[src/rtl/dmem_pkg.sv]
// Shared definitions for the data-memory arbiter slice: FSM encoding,
// requester indices and the default burst limit.
package dmem_pkg;

  typedef enum logic [1:0] {
    IDLE = 2'd0,
    OWN0 = 2'd1,
    OWN1 = 2'd2
  } state_e;

  localparam logic PORT_CPU = 1'b0;
  localparam logic PORT_DBG = 1'b1;

  localparam int unsigned DEFAULT_MAX_BURST = 4;

endpackage

[src/rtl/rr_arb2.sv]
// Two-way round-robin pick: a lone requester wins outright, a tie goes to rr_ptr.
module rr_arb2
  import dmem_pkg::*;
(
  input  logic req0,
  input  logic req1,
  input  logic rr_ptr,
  output logic valid,
  output logic winner
);

  always_comb begin
    valid = req0 | req1;
    if (req0 && req1) begin
      winner = rr_ptr;
    end else if (req1) begin
      winner = PORT_DBG;
    end else begin
      winner = PORT_CPU;
    end
  end

endmodule

[src/rtl/dmem_arbiter.sv]
// Shares a single-port data memory between the CPU (port 0) and the debug DMA
// (port 1) with round-robin ownership and bounded bursts.
module dmem_arbiter
  import dmem_pkg::*;
#(
  parameter int ADDR_W    = 32,
  parameter int DATA_W    = 32,
  parameter int MAX_BURST = DEFAULT_MAX_BURST
) (
  input  logic              clock,
  input  logic              reset,
  input  logic              req0,
  input  logic              req1,
  input  logic              we0,
  input  logic              we1,
  input  logic [ADDR_W-1:0] addr0,
  input  logic [ADDR_W-1:0] addr1,
  input  logic [DATA_W-1:0] wdata0,
  input  logic [DATA_W-1:0] wdata1,
  output logic              gnt0,
  output logic              gnt1,
  output logic              rvalid0,
  output logic              rvalid1,
  output logic [DATA_W-1:0] rdata0,
  output logic [DATA_W-1:0] rdata1,
  output logic [ADDR_W-1:0] mem_address,
  output logic              mem_MemWrite,
  output logic              mem_MemRead,
  output logic [DATA_W-1:0] mem_WriteData,
  input  logic [DATA_W-1:0] mem_ReadData,
  output logic              busy
);

  localparam int CNT_W = $clog2(MAX_BURST) + 1;
  localparam logic [CNT_W-1:0] BEAT_LAST = CNT_W'(MAX_BURST - 1);

  state_e            state_q;
  logic              rr_ptr_q;
  logic [CNT_W-1:0]  beat_cnt_q;
  logic              rvalid0_q, rvalid1_q;
  logic [DATA_W-1:0] rdata0_q, rdata1_q;

  logic arb_valid, arb_winner;
  logic any_gnt, sel_we;
  logic own_req, oth_req, other;
  logic release_own;

  rr_arb2 u_rr_arb2 (
    .req0   (req0),
    .req1   (req1),
    .rr_ptr (rr_ptr_q),
    .valid  (arb_valid),
    .winner (arb_winner)
  );

  // Grants are gated by reset so a burst is cut off the moment reset drops.
  always_comb begin
    gnt0          = reset & (state_q == OWN0) & req0;
    gnt1          = reset & (state_q == OWN1) & req1;
    any_gnt       = gnt0 | gnt1;
    sel_we        = gnt0 ? we0 : we1;
    mem_address   = gnt0 ? addr0 : (gnt1 ? addr1 : '0);
    mem_MemWrite  = any_gnt & sel_we;
    mem_MemRead   = any_gnt & ~sel_we;
    mem_WriteData = mem_MemWrite ? (gnt0 ? wdata0 : wdata1) : '0;
  end

  always_comb begin
    own_req = 1'b0;
    oth_req = 1'b0;
    other   = PORT_CPU;
    case (state_q)
      OWN0: begin
        own_req = req0;
        oth_req = req1;
        other   = PORT_DBG;
      end
      OWN1: begin
        own_req = req1;
        oth_req = req0;
        other   = PORT_CPU;
      end
      default: ;
    endcase
    release_own = ~own_req | (any_gnt & oth_req & (beat_cnt_q == BEAT_LAST));
  end

  always_ff @(posedge clock) begin
    if (!reset) begin
      state_q    <= IDLE;
      rr_ptr_q   <= PORT_CPU;
      beat_cnt_q <= '0;
      rvalid0_q  <= 1'b0;
      rvalid1_q  <= 1'b0;
      rdata0_q   <= '0;
      rdata1_q   <= '0;
    end else begin
      rvalid0_q <= gnt0 & ~we0;
      rvalid1_q <= gnt1 & ~we1;
      if (gnt0 && !we0) rdata0_q <= mem_ReadData;
      if (gnt1 && !we1) rdata1_q <= mem_ReadData;
      case (state_q)
        IDLE: begin
          if (arb_valid) state_q <= (arb_winner == PORT_DBG) ? OWN1 : OWN0;
        end
        OWN0, OWN1: begin
          if (release_own) begin
            rr_ptr_q   <= other;
            beat_cnt_q <= '0;
            if (oth_req) state_q <= (other == PORT_DBG) ? OWN1 : OWN0;
            else         state_q <= IDLE;
          end else if (any_gnt && beat_cnt_q != BEAT_LAST) begin
            beat_cnt_q <= beat_cnt_q + CNT_W'(1);
          end
        end
        default: state_q <= IDLE;
      endcase
    end
  end

  assign rvalid0 = rvalid0_q;
  assign rvalid1 = rvalid1_q;
  assign rdata0  = rdata0_q;
  assign rdata1  = rdata1_q;
  assign busy    = (state_q != IDLE);

endmodule

[config.mk]
export PLATFORM = sky130hd
export DESIGN_NAME = dmem_arbiter
export DESIGN_NICKNAME = d
export VERILOG_FILES = /design/src/rtl/dmem_pkg.sv /design/src/rtl/rr_arb2.sv /design/src/rtl/dmem_arbiter.sv
export SDC_FILE = /design/constraint.sdc
export NUM_CORES = 1
export LEC_CHECK = 0
export ABC_AREA = 1
export CORE_MARGIN = 10
export CORE_UTILIZATION = 35
export DETAILED_ROUTE_END_ITERATION = 7
export GPL_TIMING_DRIVEN = 0
export PLACE_DENSITY = 0.91
export SLEW_MARGIN = 20
export SYNTH_ARGS = -nofsm -noshare
export SYNTH_HDL_FRONTEND = slang
export SYNTH_SLANG_ARGS = --single-unit
[constraint.sdc]
create_clock -name clock -period 5.25 [get_ports clock]
set_clock_uncertainty 0.15 [all_clocks]
set_input_delay 1.575 -clock clock [delete_from_list [all_inputs] [get_ports clock]]
set_output_delay 1.575 -clock clock [all_outputs]
set_load 0.01 [all_outputs]
== After elaboration in Yosys (flattened, before gate mapping) ==
Cells that the tools add are included.

* Add/sub/neg operators: 1
* Equal/unequal tests: 6
* Muxes and demuxes: 18
* Bitwise operators: 17
* Reduce and logical (&&, ||, !) cells: 13

{| class="wikitable"
|+ Operators with widths
! operator !! count
|-
| $mux 32 || 4
|-
| $and 1x1->1 || 10
|-
| $mux 2 || 5
|-
| $mux 3 || 2
|-
| $reduce_and 2->1 || 3
|-
| $logic_and 1x1->1 || 4
|-
| $mux 1 || 4
|-
| $ne 2x2->1 const B || 2
|-
| $not 1->1 || 4
|-
| $pmux 1 s2 || 2
|-
| $pmux 2 s2 || 1
|-
| $reduce_bool 2->1 || 2
|-
| $add 3x1->3 const B || 1
|-
| $eq 3x2->1 const B || 1
|-
| $ne 3x2->1 const B || 1
|-
| $or 1x1->1 || 3
|-
| $eq 2x1->1 const B || 1
|-
| $eq 2x2->1 const B || 1
|-
| $logic_not 1->1 || 2
|-
| $logic_not 2->1 || 1
|-
| $reduce_or 2->1 || 1
|}

* Bits in registers: 72
* Bits of input ports: 166
* Word-level logic and storage cells: 62

== Longest topological paths before layout ==
* Depth after elaboration: 9
* Mapped depth: 10

== By module ==
A second synthesis with hierarchy kept.

* Cells, all modules: 574
* Area total of the unflattened synthesis: 3,809.9 µm²

{| class="wikitable"
|+ By module, submodules not included
! module !! times used !! cells an instance !! area each (µm²) !! sequential area each (µm²)
|-
| dmem_arbiter || 1 || 569 || 3,787.4 || 1,441.4
|-
| rr_arb2 || 1 || 5 || 22.5 || 0.0
|}

== Worst setup path after synthesis ==
OpenSTA, ideal clock, no wires.

* Kind: in2out
* Start point: input reset
* End point: output mem_WriteData[22]
* Arrival time: 2.570 ns
* Required time: 3.525 ns
* Slack: 0.955 ns
* Stages on the path: 6
* Buffers on the path: 2
* Path through: buf_4 nand3_2 a21oi_2 nand2_1 buf_2 a21oi_1

* Word-level cells in the longest chain between the ends: 5
* Elaborated cells between the ends (all ways): 9
* Classes of those cells: mux (3); bitwise (6)

{| class="wikitable"
|+ RTL lines
! item !! RTL line !! text
|-
| start: declaration || dmem_arbiter.sv:11 || <nowiki>input logic reset,</nowiki>
|-
| $and 1x1->1 (on tied branches) (2 in series) || dmem_arbiter.sv:58, dmem_arbiter.sv:59 ||
|-
| $or 1x1->1 / $mux 1 (equally long branches) || dmem_arbiter.sv:60, dmem_arbiter.sv:61 ||
|-
| $and 1x1->1 || dmem_arbiter.sv:63 || <nowiki>mem_MemWrite = any_gnt & sel_we;</nowiki>
|-
| $mux 32 * || dmem_arbiter.sv:65 || <nowiki>mem_WriteData = mem_MemWrite ? (gnt0 ? wdata0 : wdata1) : '0;</nowiki>
|-
| end: declaration || dmem_arbiter.sv:29 || <nowiki>output logic [DATA_W-1:0] mem_WriteData,</nowiki>
|}

Mark *: on every way between the ends. The rest lies on a longest branch, timed or not.

== Worst setup path in the final report ==
* Start point: input req0
* End point: output mem_address[26]

* Word-level cells in the longest chain between the ends: 2

{| class="wikitable"
|+ RTL lines
! item !! RTL line !! text
|-
| start: declaration || dmem_arbiter.sv:12 || <nowiki>input logic req0,</nowiki>
|-
| $and 1x1->1 || dmem_arbiter.sv:58 || <nowiki>gnt0 = reset & (state_q == OWN0) & req0;</nowiki>
|-
| $mux 32 || dmem_arbiter.sv:62 || <nowiki>mem_address = gnt0 ? addr0 : (gnt1 ? addr1 : '0);</nowiki>
|-
| end: declaration || dmem_arbiter.sv:26 || <nowiki>output logic [ADDR_W-1:0] mem_address,</nowiki>
|}

No other way between the ends.

==> results.py <==
metrics = {
    "logic_synthesis": {
        "synth_fp_nets": 743,
        "avgSynthCellArea_um2": 6.370,
        "ys_types": 21,
        "syn_inst": 570,
        "syn_area_um2": 3631,
        "synth_warnings": 0,
        "ys_ff_latch": 72,
        "seq_area_frac_synth_pct": 39.70,
    },
    "worst_setup_path": {
        "cp_top_family": "buffers and inverters",
        "cp_max_fo": 10,
        "cp-end-kind": "primary output",
        "crit_type": "in2out",
        "worstSetupStartpointType": "primary input",
        "crit_required_ns": 3.53,
        "cp_slowest_cell": "clkdlybuf4s50_1",
        "cp.arrival_ns": 3.42,
        "crit_top_cell": "nand2_1",
        "slowest_delay_ns": 0.60,
        "crit_chain": "clkdlybuf4s15_1 -> nand2_1 -> clkbuf_1 -> nand2_1 -> o21ai_0 -> clkdlybuf4s50_1",
        "path_buf_inv": 3,
    },
    "timing": {
        "slew_headroom_pct": 66.46,
        "setup_ws_ns": 0.1004,
        "hold_ws_ns": 0.3197,
        "rsz0062_at_grt": "true",
        "finalCritPeriodShare_pct": 98.09,
        "tightestPinTransition_ns": 0.5032,
        "hold_violations": 0,
        "maxSlewViolCount": 0,
        "layout_min_cycle_time_ns": 5.150,
        "clock.fmax_ghz": 0.1942,
        "setup_viol_count_final": 0,
    },
    "pwr": {
        "peakVddDrop_mv": 0.1301,
        "combPwrFrac_pct": 36.9,
        "leakage_nw": 2.756,
        "switchingPower_mw": 0.5195,
        "pwr-share-clk_pct": 25.2,
        "internal_power_mw": 1.068,
        "swShare_pct": 32.72,
        "power_density_nw_per_um2": 226.6,
        "power_mw": 1.588,
        "pwr-share-seq_pct": 37.8,
    },
    "routing": {
        "vias": 4906,
        "drcViolationCount": 0,
        "drt_iter0_drc": 431,
        "via_per_inst": 4.796,
        "firstDrtPassIters": 5,
        "routed_wl_um": 18260,
        "wl_per_cell_um": 17.85,
        "final_antenna_net_count": 0,
    },
    "place": {
        "port_buffers": 299,
        "dp_hpwl_um": 14980,
        "placed_cells": 1005,
        "globalplace.congestion": 0.9085,
        "dp_slack_ns": -0.2627,
    },
    "finish": {
        "fin_cells": 1023,
        "drive_gt1_share_pct": 5.411,
        "syn_to_final_growth_pct": 92.94,
        "diodes": 0,
        "final_nets": 1055,
    },
    "floorplan": {
        "coreArea_um2": 10230,
        "die_h_um": 121.9,
        "num_rows": 37,
        "fp.dieW_um": 121.9,
        "initial_core_util_pct": 35.49,
        "die_area_um2": 14850,
        "ios": 301,
    },
    "clock_network": {
        "clkTransAtPathRegs_ns": 0.07,
        "cts_tree": "yes",
        "worstSkewPairLatency_ns": 0.34,
        "clock_path_buffers": 2,
        "numCtsBuffers": 9,
        "hold_buffers": 0,
        "htreeDepth": 3,
        "root_buffer": "clkbuf_8",
        "cts.sinks": 72,
    },
    "grt": {
        "grt-ovfl-total": 0,
        "grt_pass1_wl_um": 26890,
        "grt_usage_pct": 22.99,
        "grt_max_degree": 14,
        "first_global_vias": 4787,
        "antenna_found_initial": 0,
    },
    "job": {
        "max_cap_viol_count": 0,
    },
    "hold_path": {
        "hold_class": "reg2reg",
    },
    "outcome": {
        "outcome": "finished, final reports clean",
    },
}
## power groups by stage
stage	Clock, mW	Sequential (mW)	Combinational (mW)
2_1_floorplan	0	0.623	0.230
3_3_place_gp	0	0.611	0.569
3_5_place_dp	0	0.613	0.577
4_1_cts	0.409	0.601	0.582
5_1_grt	0.432	0.606	0.636
6_report	0.401	0.601	0.586
## final timing paths
kind / slack [ns] / startpoint / end / depth (start not counted)
min reg2reg: 0.32 / rdata0[30] / rdata0[30] / 2
max: 0.10 / req0 / mem_address[26] / 6
max reg2reg: 3.29 / state_q[0] / rdata1[9] / 7
min: 0.32 / rdata0[30] / rdata0[30] / 2
## cells in the mapped netlist
library cell | number | area [um^2]
or2_0 | 2 | 12.51
clkbuf_1 | 17 | 63.81
nand3_1 | 4 | 20.02
ha_1 | 7 | 87.58
nor2_1 | 4 | 15.01
o21ai_0 | 89 | 445.4
a21oi_2 | 2 | 17.52
nand3b_1 | 1 | 7.510
buf_4 | 7 | 52.55
nor3_1 | 1 | 5.000
dfxtp_1 | 72 | 1441
nor2_2 | 1 | 6.260
buf_2 | 16 | 80.08
inv_2 | 1 | 3.750
o21ai_1 | 7 | 35.03
a21oi_1 | 36 | 180.2
nand2_1 | 284 | 1066
buf_1 | 1 | 3.750
inv_1 | 13 | 48.80
nand4_1 | 3 | 18.77
nand3_2 | 2 | 20.02
## sequential cells by signal, indices dropped and copies added, names as in the netlist
signal      flops
rvalid0         1
rdata1         32
beat_cnt_q      3
rdata0         32
rr_ptr_q        1
rvalid1         1
state_q         2
## layout by cell type (no fill, tap or decap), drive strengths merged, types with 2 or more instances in the layout
master and instances:
or2 2, nand4 3, buf 26, dlygate4sd2 2, clkbuf 27, nor2 5, nand2 284, a21oi 38
clkinv 2, nand3 6, dfxtp 72, inv 16, clkinvlp 2, ha 7, clkdlybuf4s50 295, o21ai 96
## layout make-up
cell class                 count  area, um^2
clock inverter                 6       42.54
timing repair buffer         301        3008
inverter                      14       52.55
multi-input combinational    443        1952
fill                         864        3226
clock buffer                  10       137.6
sequential                    72        1441
tap                          136       170.2
buffer                        41       201.4
## routing by layer
metal  GRT usage, %  wire length (um)
met5              0                 0
met4          7.154               400
met3          7.909              1894
met2          38.69              9061
met1          26.91              6907
## repair_timing
item	in CTS	in global routing
gates cloned	0	0
pin swaps	0	1
buffers inserted	0	2
gates resized for setup	6	2
endpoints found under the setup margin	66	18
## kinds of logic (layout without fill, tap and decap cells)
logic type               after synthesis  count (layout)  synth area share [%]
AND/OR/NAND/NOR                      302             302                 32.25
AO/OA/AOI/OAI                        134             134                 18.68
flip-flops                            72              72                 39.70
buffers and inverters                 55             372                 6.961
adder cells (fa/ha/maj)                7               7                 2.412
## through the flow
step / cell area, um^2 / utilization, % / setup TNS (ns)
finish: 7005 / 68.47 / 0
global route: 7005 / 68.47 / -0.04621
CTS: 6987 / 68.29 / 0
detailed placement: 6794 / 66.41 / -9.899
global placement: 6794 / 66.41 / -8.704
floorplan: 3631 / - / 0
## worst register-to-register path: cells and delay by family, from the launching register on
kind / cells / cell delay [ns]
adder cells (fa/ha/maj): 1 / 0.26
AO/OA/AOI/OAI: 1 / 0.12
AND/OR/NAND/NOR: 2 / 0.34
buffers and inverters: 3 / 0.63
flip-flops: 1 / 0.35
Power figures use the tool's default switching activity.
